<file path="config.mk">
export PLATFORM = sky130hd
export DESIGN_NAME = vl_bitstream_unpacker
export DESIGN_NICKNAME = d
export VERILOG_FILES = /design/src/rtl/vl_pkg.sv /design/src/rtl/vl_shift_insert.sv /design/src/rtl/vl_bitstream_unpacker.sv
export SDC_FILE = /design/constraint.sdc
export NUM_CORES = 1
export LEC_CHECK = 0
export ABC_AREA = 1
export ABC_CLOCK_PERIOD_IN_PS = 10730
export CORE_ASPECT_RATIO = 0.9
export CORE_MARGIN = 3
export CORE_UTILIZATION = 48
export CTS_CLUSTER_SIZE = 40
export DETAILED_ROUTE_END_ITERATION = 10
export PLACE_DENSITY = 0.77
export SLEW_MARGIN = 10
export SYNTH_ARGS = -nofsm -noshare
export SYNTH_HDL_FRONTEND = slang
export SYNTH_SLANG_ARGS = --single-unit
</file>
<file path="constraint.sdc">
create_clock -name clk -period 10.73 [get_ports clk]
set_input_delay 2.146 -clock clk [delete_from_list [all_inputs] [get_ports clk]]
set_output_delay 2.146 -clock clk [all_outputs]
set_load 0.02 [all_outputs]
</file>
<file path="src/rtl/vl_pkg.sv">
// Shared helpers, types and step-ordering constants for the variable-length
// bit-stream unpacker and its downstream symbol decoder.
package vl_pkg;

  function automatic int unsigned clog2(input int unsigned v);
    int unsigned r;
    r = 0;
    while ((64'd1 << r) < 64'(v)) r++;
    return r;
  endfunction

  function automatic int unsigned lvl_w(input int unsigned buffer_width);
    return clog2(buffer_width + 1);
  endfunction

  function automatic int unsigned pop_w(input int unsigned width_out);
    return clog2(width_out + 1);
  endfunction

  // A single-bit position register is kept even when ALIGN is 1.
  function automatic int unsigned pos_w(input int unsigned align);
    return (clog2(align) > 0) ? clog2(align) : 1;
  endfunction

  localparam int unsigned DEF_LVL_W = lvl_w(32);
  typedef logic [DEF_LVL_W-1:0] level_t;

  typedef enum logic [1:0] {
    STEP_POP   = 2'd0,
    STEP_ALIGN = 2'd1,
    STEP_PUSH  = 2'd2
  } step_e;

endpackage

</file>
<file path="src/rtl/vl_shift_insert.sv">
// Combinational next-state datapath: clamped pop, alignment skip, then
// OR-insert of the accepted word above the remaining bits.
module vl_shift_insert import vl_pkg::*; #(
  parameter int unsigned WIDTH_IN     = 8,
  parameter int unsigned WIDTH_OUT    = 16,
  parameter int unsigned BUFFER_WIDTH = 32,
  parameter int unsigned ALIGN        = 8,
  localparam int unsigned LVL_W       = lvl_w(BUFFER_WIDTH),
  localparam int unsigned POP_W       = pop_w(WIDTH_OUT),
  localparam int unsigned POS_W       = pos_w(ALIGN)
) (
  input  logic [BUFFER_WIDTH-1:0] buffer_i,
  input  logic [LVL_W-1:0]        level_i,
  input  logic [POS_W-1:0]        pos_i,
  input  logic [POP_W-1:0]        pop_len_i,
  input  logic                    align_i,
  input  logic                    push_i,
  input  logic [WIDTH_IN-1:0]     data_i,
  output logic [BUFFER_WIDTH-1:0] buffer_o,
  output logic [LVL_W-1:0]        level_o,
  output logic [POS_W-1:0]        pos_o
`ifdef VLU_ERR_EN
  ,
  output logic                    over_o
`endif
);

  localparam int unsigned AMASK = ALIGN - 1;

  logic [31:0] req, lvl0, eff_pop, lvl1, pos1, skip_raw, skip, lvl2, pos2;
  logic [BUFFER_WIDTH-1:0] sh1, sh2, ins;

  always_comb begin
    req  = 32'(pop_len_i);
    lvl0 = 32'(level_i);
    eff_pop = (req > WIDTH_OUT) ? WIDTH_OUT : req;
    if (eff_pop > lvl0) eff_pop = lvl0;
    sh1  = buffer_i >> eff_pop;
    lvl1 = lvl0 - eff_pop;
    pos1 = (32'(pos_i) + eff_pop) & AMASK;

    skip_raw = align_i ? ((ALIGN - pos1) & AMASK) : '0;
    skip     = (skip_raw > lvl1) ? lvl1 : skip_raw;
    sh2  = sh1 >> skip;
    lvl2 = lvl1 - skip;
    pos2 = (pos1 + skip) & AMASK;

    // Bits above the level are always zero, so OR is a safe insert.
    ins = '0;
    if (push_i) ins = BUFFER_WIDTH'(data_i) << lvl2;
    buffer_o = sh2 | ins;
    level_o  = LVL_W'(push_i ? (lvl2 + WIDTH_IN) : lvl2);
    pos_o    = POS_W'(pos2);
  end

`ifdef VLU_ERR_EN
  assign over_o = (req > lvl0) || (skip_raw > lvl1);
`endif

endmodule

</file>
<file path="src/rtl/vl_bitstream_unpacker.sv">
// LSB-first bit-stream unpacker with clamped pop, alignment and flush.
// Define VLU_ERR_EN to build the sticky over-pop err flag; otherwise err is 0.
module vl_bitstream_unpacker import vl_pkg::*; #(
  parameter int unsigned WIDTH_IN     = 8,
  parameter int unsigned WIDTH_OUT    = 16,
  parameter int unsigned BUFFER_WIDTH = 32,
  parameter int unsigned ALIGN        = 8,
  localparam int unsigned LVL_W       = lvl_w(BUFFER_WIDTH),
  localparam int unsigned POP_W       = pop_w(WIDTH_OUT)
) (
  input  logic                 clk,
  input  logic                 rst,
  input  logic                 in_valid,
  output logic                 in_ready,
  input  logic [WIDTH_IN-1:0]  in_data,
  output logic [WIDTH_OUT-1:0] q,
  output logic [LVL_W-1:0]     q_level,
  input  logic [POP_W-1:0]     pop_len,
  input  logic                 align,
  input  logic                 flush,
  output logic                 err
);

  localparam int unsigned POS_W = pos_w(ALIGN);

  logic [BUFFER_WIDTH-1:0] buffer_q, buffer_d;
  logic [LVL_W-1:0]        level_q, level_d;
  logic [POS_W-1:0]        pos_q, pos_d;
  logic                    push;

  assign in_ready = !flush && (32'(level_q) <= (BUFFER_WIDTH - WIDTH_IN));
  assign push     = in_valid && in_ready;

`ifdef VLU_ERR_EN
  logic over;
  logic err_q;
`endif

  vl_shift_insert #(
    .WIDTH_IN     (WIDTH_IN),
    .WIDTH_OUT    (WIDTH_OUT),
    .BUFFER_WIDTH (BUFFER_WIDTH),
    .ALIGN        (ALIGN)
  ) u_datapath (
    .buffer_i  (buffer_q),
    .level_i   (level_q),
    .pos_i     (pos_q),
    .pop_len_i (pop_len),
    .align_i   (align),
    .push_i    (push),
    .data_i    (in_data),
    .buffer_o  (buffer_d),
    .level_o   (level_d),
    .pos_o     (pos_d)
`ifdef VLU_ERR_EN
    ,
    .over_o    (over)
`endif
  );

  always_ff @(posedge clk) begin
    if (rst || flush) begin
      buffer_q <= '0;
      level_q  <= '0;
      pos_q    <= '0;
    end else begin
      buffer_q <= buffer_d;
      level_q  <= level_d;
      pos_q    <= pos_d;
    end
  end

  assign q       = buffer_q[WIDTH_OUT-1:0];
  assign q_level = level_q;

`ifdef VLU_ERR_EN
  // Flush clears the stream but leaves a recorded over-pop visible.
  always_ff @(posedge clk) begin
    if (rst) err_q <= 1'b0;
    else if (!flush && over) err_q <= 1'b1;
  end
  assign err = err_q;
`else
  assign err = 1'b0;
`endif

endmodule
</file>
# Word level (Yosys, flattened, before mapping)
# Index checks and enable logic that the tools add are counted.
# word_totals
register_bits,41
# op_classes
add_sub_neg,6
order_cmp,4
shifts,3
mux,6
bitwise,1
reduce_logical,4
# op_table
cell,n
two-way mux 32 bit,2
greater-than comparator 32 bit,1
greater-than comparator 32 x 6 -> 1 bit,1
OR 32 bit,1
<< shifter 8 x 32 -> 32 bit,1
right shift 32 x 32 -> 32 bit,1
right shift 32 x 6 -> 32 bit,1
subtractor 32 bit,1
two-way mux 6 bit,2
subtractor 6 x 6 -> 7 bit,1
adder 3 bit,2
adder 6 x 4 -> 6 bit (second input constant),1
<= comparator 6 x 5 -> 1 bit (second input constant),1
greater-than comparator 5 bit (second input constant),1
two-way mux 5 bit,1
two-way mux 3 bit,1
subtractor 1 x 3 -> 3 bit (first input constant),1
logical AND 1 bit,2
logical NOT 1 bit,1
logical OR 1 bit,1

# Depth between registers and ports, before layout
# logic_depth
ltp_word,13
mapped_depth,64

# Cells and area by module
# Synthesis repeated with hierarchy kept, for this count alone.
# unflattened
hier_cells,1258
area_unflattened_um2,6795.3
# modules_own_cells
mod,n_inst,cells_each,area_per_inst_um2,seq_area_each_um2
vl_shift_insert,1,1100,5401.4,0.0
vl_bitstream_unpacker,1,158,1393.8,820.8

# Worst setup path before layout
# OpenSTA, ideal clock, no wires.
# synth_path
path_kind,input to register
startpoint,input port pop_len[0]
endpoint,register buffer_q[20]
setup_ps,57
arrival_time_ps,9523
required_time_ps,10673
setup_slack_ps,1151
path_stages,60
cell_sequence,nor2_1 nand3_1 nand2_1 inv_1 nor2_1 ha_1 nand2_1 nand2_1 nand2_1 nand3_2 nand2_4 buf_6 nand2_8 nand2_4 buf_2 ha_1 inv_1 fa_1 [24 not listed] nand2_1 ha_1 or2_2 ha_1 nor2_1 nor3b_1 nand4_1 nor2_2 nand4_1 or2_1 or2_1 nand2_1 nand2_1 nor2_1 o21ai_0 nand3_1 nand2_1 inv_1
# synth_between
elab_chain_len,13
word_cells_on_any_way,16
# synth_lines
item,line,text
"start, declared",vl_bitstream_unpacker.sv:18,"input logic [POP_W-1:0] pop_len,"
greater-than comparator 5 bit,vl_shift_insert.sv:36,eff_pop = (req > WIDTH_OUT) ? WIDTH_OUT : req;
two-way mux 5 bit *,vl_shift_insert.sv:36,
greater-than comparator 32 x 6 -> 1 bit,vl_shift_insert.sv:37,if (eff_pop > lvl0) eff_pop = lvl0;
two-way mux 6 bit *,vl_shift_insert.sv:37,
adder 3 bit,vl_shift_insert.sv:40,pos1 = (32'(pos_i) + eff_pop) & AMASK;
subtractor 1 x 3 -> 3 bit,vl_shift_insert.sv:42,skip_raw = align_i ? ((ALIGN - pos1) & AMASK) : '0;
two-way mux 3 bit,vl_shift_insert.sv:42,
greater-than comparator 32 bit,vl_shift_insert.sv:43,skip = (skip_raw > lvl1) ? lvl1 : skip_raw;
two-way mux 32 bit,vl_shift_insert.sv:43,
subtractor 32 bit,vl_shift_insert.sv:45,lvl2 = lvl1 - skip;
<< shifter 8 x 32 -> 32 bit,vl_shift_insert.sv:50,if (push_i) ins = BUFFER_WIDTH'(data_i) << lvl2;
two-way mux 32 bit,vl_shift_insert.sv:50,
OR 32 bit *,vl_shift_insert.sv:51,buffer_o = sh2 | ins;
"end signal, assigned",vl_bitstream_unpacker.sv:67,buffer_q <= buffer_d;
"end, declared",vl_bitstream_unpacker.sv:26,"logic [BUFFER_WIDTH-1:0] buffer_q, buffer_d;"
# Mark *: on every way between the ends. The rest lies on a longest branch, timed or not.
# A chain may end at the register's enable or synchronous reset.

# Final worst setup path
# layout_path
startpoint,input port pop_len[1]
endpoint,register buffer_q[24]
# The elaborated chain is that of the path after synthesis.

==> impl_metrics.json <==
{
  "outcome": "complete, no violations",
  "synthSimpleGateAreaFrac": 0.595,
  "synth_fa_ha_area_frac": 0.0688,
  "grt_pass1_wl_mm": 35.3,
  "ant_nets": 0,
  "whs_endpoint": "pos_q[0]",
  "setup_viol": 0,
  "maxSlewViolCount": 0,
  "portBuffers": 40,
  "cap_violations": 0,
  "overflow": 0,
  "grt_pass1_vias": 6912,
  "grtUsageMet2": 0.402,
  "synth_area_per_cell_um2": 5.61,
  "synth_cells": 1180,
  "synth-xor-area-share": 0.0104,
  "worstMarginPinSlew_ns": 0.935,
  "antenna_cells": 0,
  "finalCritPeriodShare": 0.933,
  "drc_errors": 0,
  "min_from": "pos_q[0]",
  "syn-cell-area_um2": 6620,
  "rr_startpoint": "q_level[1]",
  "cp-end-kind": "register",
  "layout.core_utilization": 0.530,
  "timing.fmax_mhz": 99.9,
  "clock_sinks": 41,
  "yosys_warnings": 0,
  "synthMuxAreaShare": 0.00151,
  "die_w_um": 130,
  "synth_seq_cells": 41,
  "via_per_inst": 6.18,
  "cp_slowest_cell": "clkdlybuf4s50_1",
  "drive_above_1_share": 0.0698,
  "syn_nets": 1232,
  "clkLatencyLatePin_ns": 0.29,
  "synthTopCellsByArea": "nand3_1, nand2_1, dfxtp_1",
  "top_usage_layer": "met1",
  "cts_root_buf": "clkbuf_16",
  "crit_type": "in -> reg",
  "grt_use_met1": 0.437,
  "path_max_fanout": 8,
  "clk_pin_slew_worst_paths_ns": 0.07,
  "cts_buffers": 5,
  "crit_path_frequent_cell": "nand2_1",
  "yosysUniqueCellTypes": 48,
  "rr_endpoint": "buffer_q[24]",
  "r2r_slack_ns": 2.70,
  "hpwl_mm": 16.5,
  "dr.pass1.iters": 7,
  "syn_to_final_growth_pct": 7.43,
  "routed-via-count": 8213,
  "slew_headroom": 0.374,
  "antenna_found_initial": 0,
  "hp-class": "reg -> reg",
  "grt_max_degree": 47,
  "nets": 1212,
  "hold_viol_final": 0,
  "io_pins": 42,
  "start_kind": "input port",
  "path_buf_inv": 9,
  "grtUsageTotal": 0.280,
  "min_period_ns": 10.01,
  "cts_tree": "done",
  "coreArea_um2": 13400,
  "hold_depth": 4,
  "drt_wl_total_mm": 21.8,
  "crit_required_ns": 10.89,
  "wl_per_cell_um": 16.4,
  "start_util": 0.493,
  "clockBufferDepth": 2,
  "cts_htree_levels": 2,
  "met3_usage": 0.0433,
  "fin_worst_skew_ns": 0.0115,
  "synth_top_family_by_area": "simple AND/OR/NAND/NOR gates",
  "rows": 40,
  "drt_iter0_markers": 1364,
  "ys_seq_area_frac": 0.124,
  "crit_family": "simple AND/OR/NAND/NOR gates",
  "synth_top_area_cell": "nand3_1",
  "yosysTopAreaCellShare": 0.309,
  "rr_worst_depth": 53,
  "gp_congestion": 0.951,
  "dieArea_um2": 15200,
  "cp_slowest_stage_delay_ns": 0.50,
  "synth-compound-area-share": 0.0600,
  "fp.dieH_um": 117,
  "worstPathArrival_ns": 10.17
}
worst reg2reg max path, delay by kind of cell, from the launching register on:
| kind | cells | cell delay (ns) |
|---|---|---|
| AND/OR/NAND/NOR | 31 | 3.45 |
| adder cells (fa/ha/maj) | 8 | 2.14 |
| AO/OA/AOI/OAI | 5 | 0.90 |
| flip-flops | 1 | 0.51 |
| buffers and inverters | 7 | 0.45 |
| XOR/XNOR | 2 | 0.42 |
what timing repair did:
item	in CTS	in global routing
hold endpoints to repair	0	0
resized for setup	0	10
setup buffers	0	5
endpoints found under the setup margin	0	31
hold buffers	0	0
routing by layer:
metal  up-vias  part of all wire
met2       523              0.43
met4         0             0.020
met1      3680              0.44
li1       3952                 -
met3        58              0.11
met5         -                 0
worst max-delay path by stage:
stage	slack (ns)	from	depth (start not counted)	to
4_1_cts	0.59	pop_len[0]	55	buffer_q[28]
3_3_place_gp	0.54	pop_len[0]	55	buffer_q[28]
3_5_place_dp	0.32	pop_len[0]	55	buffer_q[28]
6_report	0.72	pop_len[1]	57	buffer_q[24]
5_1_grt	-0.03	pop_len[0]	59	buffer_q[21]
2_1_floorplan	1.15	pop_len[0]	60	buffer_q[20]
cell families (layout without fill, tap and decap cells):
family,after synthesis,count (layout)
AND/OR/NAND/NOR,834,834
buffers and inverters,198,179
AO/OA/AOI/OAI,64,64
flip-flops,41,41
adder cells (fa/ha/maj),34,34
XOR/XNOR,7,7
other,1,1
multiplexers,1,1
layout by cell type, fill, tap and decap left out, drive strengths merged, types with 2 or more instances in the layout:
cell and instances:
clkbuf 5, bufinv 2, dfxtp 41, buf 17, o211ai 2, nor2 48, ha 30, inv 114
and2 2, nand3 415, xnor2 3, nand2 311, nand4 45, a31oi 9, a21oi 13, or2 8
fa 4, o21ai 36, xor2 4, o21a 2, clkdlybuf4s50 40
state kept, by name (all words and copies together), names as in the netlist:
register	cells
buffer_q	32
q_level	6
pos_q	3
synthesized netlist by cell type, drive strengths merged:
master / instances
a21oi: 13
a311oi: 1
a31oi: 9
and2: 2
and3: 1
buf: 60
clkbuf: 24
clkinv: 1
conb: 1
dfxtp: 41
fa: 4
ha: 30
inv: 113
mux2i: 1
nand2: 311
nand3: 415
nand3b: 1
nand4: 45
nor2: 48
nor3: 1
nor3b: 1
nor4: 1
o211ai: 2
o21a: 2
o21ai: 36
o31ai: 1
or2: 8
xnor2: 3
xor2: 4
metrics by stage:
step / area, um2 / setup WS [ns] / cells / setup TNS (ns) / hold WS [ns]
global route: 7110 / -0.0306 / 1329 / -0.148 / 0.878
floorplan: 6620 / 1.15 / 1180 / 0 / 0.712
CTS: 7020 / 0.589 / 1324 / 0 / 0.821
finish: 7110 / 0.720 / 1329 / 0 / 0.816
detailed placement: 6820 / 0.323 / 1316 / 0 / 0.805
global placement: 6820 / 0.539 / 1316 / 0 / 0.784
final cells by class:
cell class | instances | area, um2
well taps | 168 | 210
flip-flops and latches | 41 | 821
clock inverters | 3 | 68.8
repair buffers | 57 | 528
fillers | 1406 | 6310
multi-input cells | 941 | 4920
inverters | 114 | 430
clock buffers | 5 | 125
Power is not shown: default switching activity piles up to over one toggle a cycle in this logic, so the estimate is an artifact.
